--- config.mk ---
export PLATFORM = sky130hd
export DESIGN_NAME = fixed_point_division
export DESIGN_NICKNAME = d
export VERILOG_FILES = /design/src/rtl/fixed_point_pkg.sv /design/src/rtl/fixed_div_step.sv /design/src/rtl/fixed_point_division.sv
export SDC_FILE = /design/constraint.sdc
export NUM_CORES = 1
export LEC_CHECK = 0
export CORE_MARGIN = 2
export CORE_UTILIZATION = 25
export DETAILED_ROUTE_END_ITERATION = 7
export MAX_ROUTING_LAYER = met4
export SLEW_MARGIN = 20
export SYNTH_ARGS = -nofsm -noshare
export SYNTH_HDL_FRONTEND = slang
export SYNTH_SLANG_ARGS = --single-unit
--- constraint.sdc ---
create_clock -name clk -period 3.1 [get_ports clk]
set_clock_uncertainty 0.1 [all_clocks]
set_input_delay 0.465 -clock clk [delete_from_list [all_inputs] [get_ports clk]]
set_output_delay 0.465 -clock clk [all_outputs]
set_load 0.005 [all_outputs]
--- src/rtl/fixed_point_pkg.sv ---
// Shared fixed-point definitions: default Q(N.M) format, divider FSM states
// and the width helper used by the divider and the multiplier.
package fixed_point_pkg;

  localparam int DEFAULT_N = 5;
  localparam int DEFAULT_M = 3;

  typedef enum logic [1:0] {IDLE, CALC, DONE} div_state_t;

  function automatic int fixed_width(input int n, input int m);
    return n + m;
  endfunction

endpackage

--- src/rtl/fixed_div_step.sv ---
// One combinational restoring-division step: shift in a numerator bit,
// trial-subtract the divisor, keep the difference or restore.
module fixed_div_step #(
  parameter int W = 8
) (
  input  logic [W:0]   rem,
  input  logic         num_bit,
  input  logic [W-1:0] divisor,
  output logic [W:0]   new_rem,
  output logic         q_bit
);

  logic [W+1:0] shifted;
  logic [W+1:0] diff;

  // The remainder stays below the divisor, so the top bit of diff is a valid sign.
  always_comb begin
    shifted = {rem, num_bit};
    diff    = shifted - {2'b00, divisor};
    q_bit   = ~diff[W+1];
    new_rem = q_bit ? diff[W:0] : shifted[W:0];
  end

endmodule

--- src/rtl/fixed_point_division.sv ---
// Sequential unsigned Q(N.M) restoring divider, one quotient bit per clock.
// Define FIXED_DIV_ROUNDING_EN for round-half-up; otherwise the quotient truncates.
module fixed_point_division
  import fixed_point_pkg::*;
#(
  parameter int N = DEFAULT_N,
  parameter int M = DEFAULT_M
) (
  input  logic             clk,
  input  logic             rst_n,
  input  logic             start,
  input  logic [N+M-1:0]   x,
  input  logic [N+M-1:0]   y,
  output logic             ready,
  output logic             done,
  output logic [N+M-1:0]   result,
  output logic             ovf,
  output logic             dbz
);

  localparam int W  = fixed_width(N, M);
  localparam int QW = W + M;
  localparam int CW = $clog2(QW + 1);

  div_state_t    state, next_state;
  logic [QW-1:0] num;
  logic [QW-1:0] quo;
  logic [W-1:0]  div;
  logic [W:0]    rem;
  logic [CW-1:0] count;
  logic          last_step;
  logic [W:0]    step_rem;
  logic          step_q;
  logic [QW:0]   q_final;
  logic          q_over;

  fixed_div_step #(.W(W)) u_step (
    .rem     (rem),
    .num_bit (num[QW-1]),
    .divisor (div),
    .new_rem (step_rem),
    .q_bit   (step_q)
  );

  assign last_step = (count == CW'(QW - 1));

`ifdef FIXED_DIV_ROUNDING_EN
  logic round_up;
  // Half-up: compare twice the final remainder with the divisor.
  assign round_up = ({step_rem, 1'b0} >= {2'b00, div});
  assign q_final  = {1'b0, quo[QW-2:0], step_q} + (QW+1)'(round_up);
`else
  assign q_final  = {1'b0, quo[QW-2:0], step_q};
`endif

  assign q_over = |q_final[QW:W];

  always_ff @(posedge clk or negedge rst_n) begin
    if (!rst_n) state <= IDLE;
    else        state <= next_state;
  end

  always_comb begin
    next_state = state;
    case (state)
      IDLE:    if (start) next_state = (y == '0) ? DONE : CALC;
      CALC:    if (last_step) next_state = DONE;
      DONE:    next_state = IDLE;
      default: next_state = IDLE;
    endcase
  end

  always_comb begin
    ready = (state == IDLE);
    done  = (state == DONE);
  end

  // Datapath: operands latch on accept, results register on the edge into DONE.
  always_ff @(posedge clk or negedge rst_n) begin
    if (!rst_n) begin
      num    <= '0;
      quo    <= '0;
      div    <= '0;
      rem    <= '0;
      count  <= '0;
      result <= '0;
      ovf    <= 1'b0;
      dbz    <= 1'b0;
    end else begin
      case (state)
        IDLE: begin
          if (start) begin
            num   <= QW'(x) << M;
            div   <= y;
            rem   <= '0;
            quo   <= '0;
            count <= '0;
            ovf   <= 1'b0;
            if (y == '0) begin
              result <= '1;
              dbz    <= 1'b1;
            end else begin
              result <= '0;
              dbz    <= 1'b0;
            end
          end
        end
        CALC: begin
          num   <= num << 1;
          rem   <= step_rem;
          quo   <= {quo[QW-2:0], step_q};
          count <= count + 1'b1;
          if (last_step) begin
            count <= '0;
            if (q_over) begin
              result <= '1;
              ovf    <= 1'b1;
            end else begin
              result <= q_final[W-1:0];
            end
          end
        end
        default: ;
      endcase
    end
  end

endmodule

==> flow_summary.yaml <==
outcome:
  status: "finished clean"
floorplanning:
  die-area_um2: 11300
  coreArea_um2: 10200
  fp.dieH_um: 106
  row_count: 37
  initial_core_util_pct: 25.6
  die_w_um: 106
  io-pin-count: 31
placement:
  io_buffers: 30
  dpl.hpwl_um: 4260
  gp_congestion: 0.822
  placed_area_um2: 3080
  preCtsSetupSlack_ns: 0.605
synthesis:
  ys_seq_area_share_pct: 48.8
  ys_seq_elements: 51
  ys_types: 42
  synthCells: 287
  synthesis.area_um2: 2620
  yosysWarnings: 0
  syn_area_per_cell_um2: 9.12
  synth.net_count: 317
setup_path:
  start_kind: "flip-flop"
  slowest_delay_ns: 0.41
  cp.required_ns: 3.19
  crit_type: "reg2reg"
  arrival_ns: 2.63
  cp-end-kind: "flip-flop"
  crit_slowest_cell: "or4_1"
  crit_chain: "inv_1, ha_1, fa_1, nor2b_4, o31a_1, or4_1, a31oi_1, o21ai_0, a311o_1"
  critPathMaxFanout: 3
run:
  maxCapViolCount: 0
grt:
  grt_usage_pct: 11.6
  overflow: 0
  antenna_found_initial: 0
  grt_max_degree: 29
  grt_pass1_vias: 2150
  grt_pass1_wl_um: 10300
final_layout:
  final_cell_area_um2: 3210
  final_common_cell: "nand2_1"
  final_cell_mix: "60 x nand2_1, 51 x dfrtp_1, 29 x clkdlybuf4s50_1"
  diodes: 0
  multi_input_area_um2: 1240
  syn_to_final_growth_pct: 22.5
  nNetsFinal: 348
  fillers: 1067
  layout-drive-gt1-share_pct: 6.90
  regArea_um2: 1280
detailed_routing:
  ant_nets: 0
  vias: 2127
  wl_um: 6000
  route.detailed.drc: 0
  wire_per_inst_um: 13.2
  drt_pass1_iterations: 6
  via_per_inst: 4.67
  drt_iter0_drc: 129
timing:
  slew_headroom_pct: 60.3
  finalCriticalPeriod_ns: 2.54
  setup_violations: 0
  worst_pin_slew_ns: 0.590
  hold_viol: 0
  rsz0062_at_grt: "false"
  worst_slack_ns: 0.557
  fin_tns_setup_ns: 0
  max_freq_mhz: 393
  slew_violations: 0
  finalCritPeriodShare_pct: 82.0
clocking:
  cts_tree: "yes"
  cts_buffers: 5
  clock_path_buffers: 2
  clock_tree.root_cell: "clkbuf_8"
  htree_num_levels: 2
  numClockSinks: 51
  clkSlewWorstSetupHoldPaths_ns: 0.10
  cts_resized: 0
  cts_hold_buf: 1
  clk_latency_ns: 0.31
  post-cts-setup-buffers: 0
worst_hold_path:
  hold_path.class: "reg2reg"
power_and_ir_drop:
  power_density_nw_per_um2: 1100
  total_power_mw: 3.52
  vdd_drop_max_v: 0.000295
  leakage_nw: 1.42
[path summary, 6_finish.rpt]
path / start / to / slack (ns) / cells after the start
min in group asynchronous: rst_n / div[3] / 0.49 / 2
setup / recovery: num[10] / rem[8] / 0.56 / 9
setup reg to reg: num[10] / rem[8] / 0.56 / 9
max in group asynchronous: rst_n / result[1] / 1.72 / 3
hold reg to reg: quo[1] / quo[1] / 0.38 / 2
hold / removal: quo[1] / quo[1] / 0.38 / 2
[registers in the layout (all words and copies together), names as in the netlist]
| name | count |
|---|---|
| count | 4 |
| dbz | 1 |
| div | 8 |
| num | 8 |
| ovf | 1 |
| quo | 10 |
| rem | 9 |
| result | 8 |
| state | 2 |
[cells in the mapped netlist]
cell type  instances  area share, %
buf_1              1           0.14
clkbuf_1          11            1.6
xnor2_1            2           0.67
o21bai_1           1           0.29
o21a_1             3           0.86
or4_1              3           0.86
o21ai_0           27            5.2
a21oi_1           20            3.8
o311ai_1           3            1.0
a31oi_1            3           0.72
fa_1               1           0.77
dfrtp_1           51             49
nor2_1            17            2.4
a311o_1            3            1.1
a21oi_2            1           0.33
or3_1              1           0.24
nor2b_4            2            1.1
and3b_1            6            2.0
a211oi_1           1           0.29
o31a_1             2           0.67
nand2_1           60            8.6
nand2b_1           4           0.96
nor2b_1            3           0.72
xor2_1             1           0.33
o211ai_1           9            2.6
nand4_1            2           0.48
or3_4              1           0.43
a22o_1             3            1.0
nor3_2             1           0.38
o41ai_1            1           0.33
nand2_2            1           0.24
nor4_1             4           0.96
o21ai_1            1           0.19
and3_1             1           0.24
o211a_1            1           0.38
nand3_1            5           0.96
inv_1             14            2.0
and2_1             3           0.72
and4_1             1           0.33
o2111ai_1          1           0.33
buf_2              1           0.19
ha_1              10            4.8
[power by group]
part | internal, mW | switching, mW
clock network | 0.243 | 0.232
registers | 0.964 | 0.220
logic | 0.831 | 1.03
[area by class of cell]
cell class                 instances  area share (%)
clock buffer                       5            2.15
clock inverter                     3            1.44
inverter                          14            1.64
multi-input combinational        209            38.7
sequential                        51            39.8
tap                              136            5.31
timing repair buffer              37            10.9
[worst max-delay path, delay by kind of cell (launching register included)]
family	cells	cell delay [ns]
AOI/OAI and AO/OA	4	0.93
adders and majority gates	2	0.48
buffers and inverters	1	0.06
DFF	1	0.40
and+or+nand+nor	2	0.47
[metal layers]
metal / track usage [%] / share of wire [%]
met1: 15.0 / 49
met2: 18.3 / 46
met3: 2.76 / 4.1
met4: 3.29 / 0.67
met5: - / 0
[logic make-up (layout without fill, tap and decap cells)]
logic type / Yosys count / count (layout) / synth area share (%)
simple gates: 115 / 115 / 21.6
flops: 51 / 51 / 48.8
fa+ha+maj: 11 / 11 / 5.55
xor+xnor: 3 / 3 / 1.00
compound gates: 80 / 80 / 19.1
buf+inv: 27 / 59 / 3.92
[per-stage QoR]
step           hold slack [ns]  utilization [%]  cells
6_report                 0.383             31.3    455
4_1_cts                  0.392             31.3    455
3_5_place_dp             0.303             30.1    446
5_1_grt                  0.414             31.3    455
3_3_place_gp             0.307             30.1    446
2_1_floorplan           0.0694                -    287
Power figures use the tool's default switching activity.
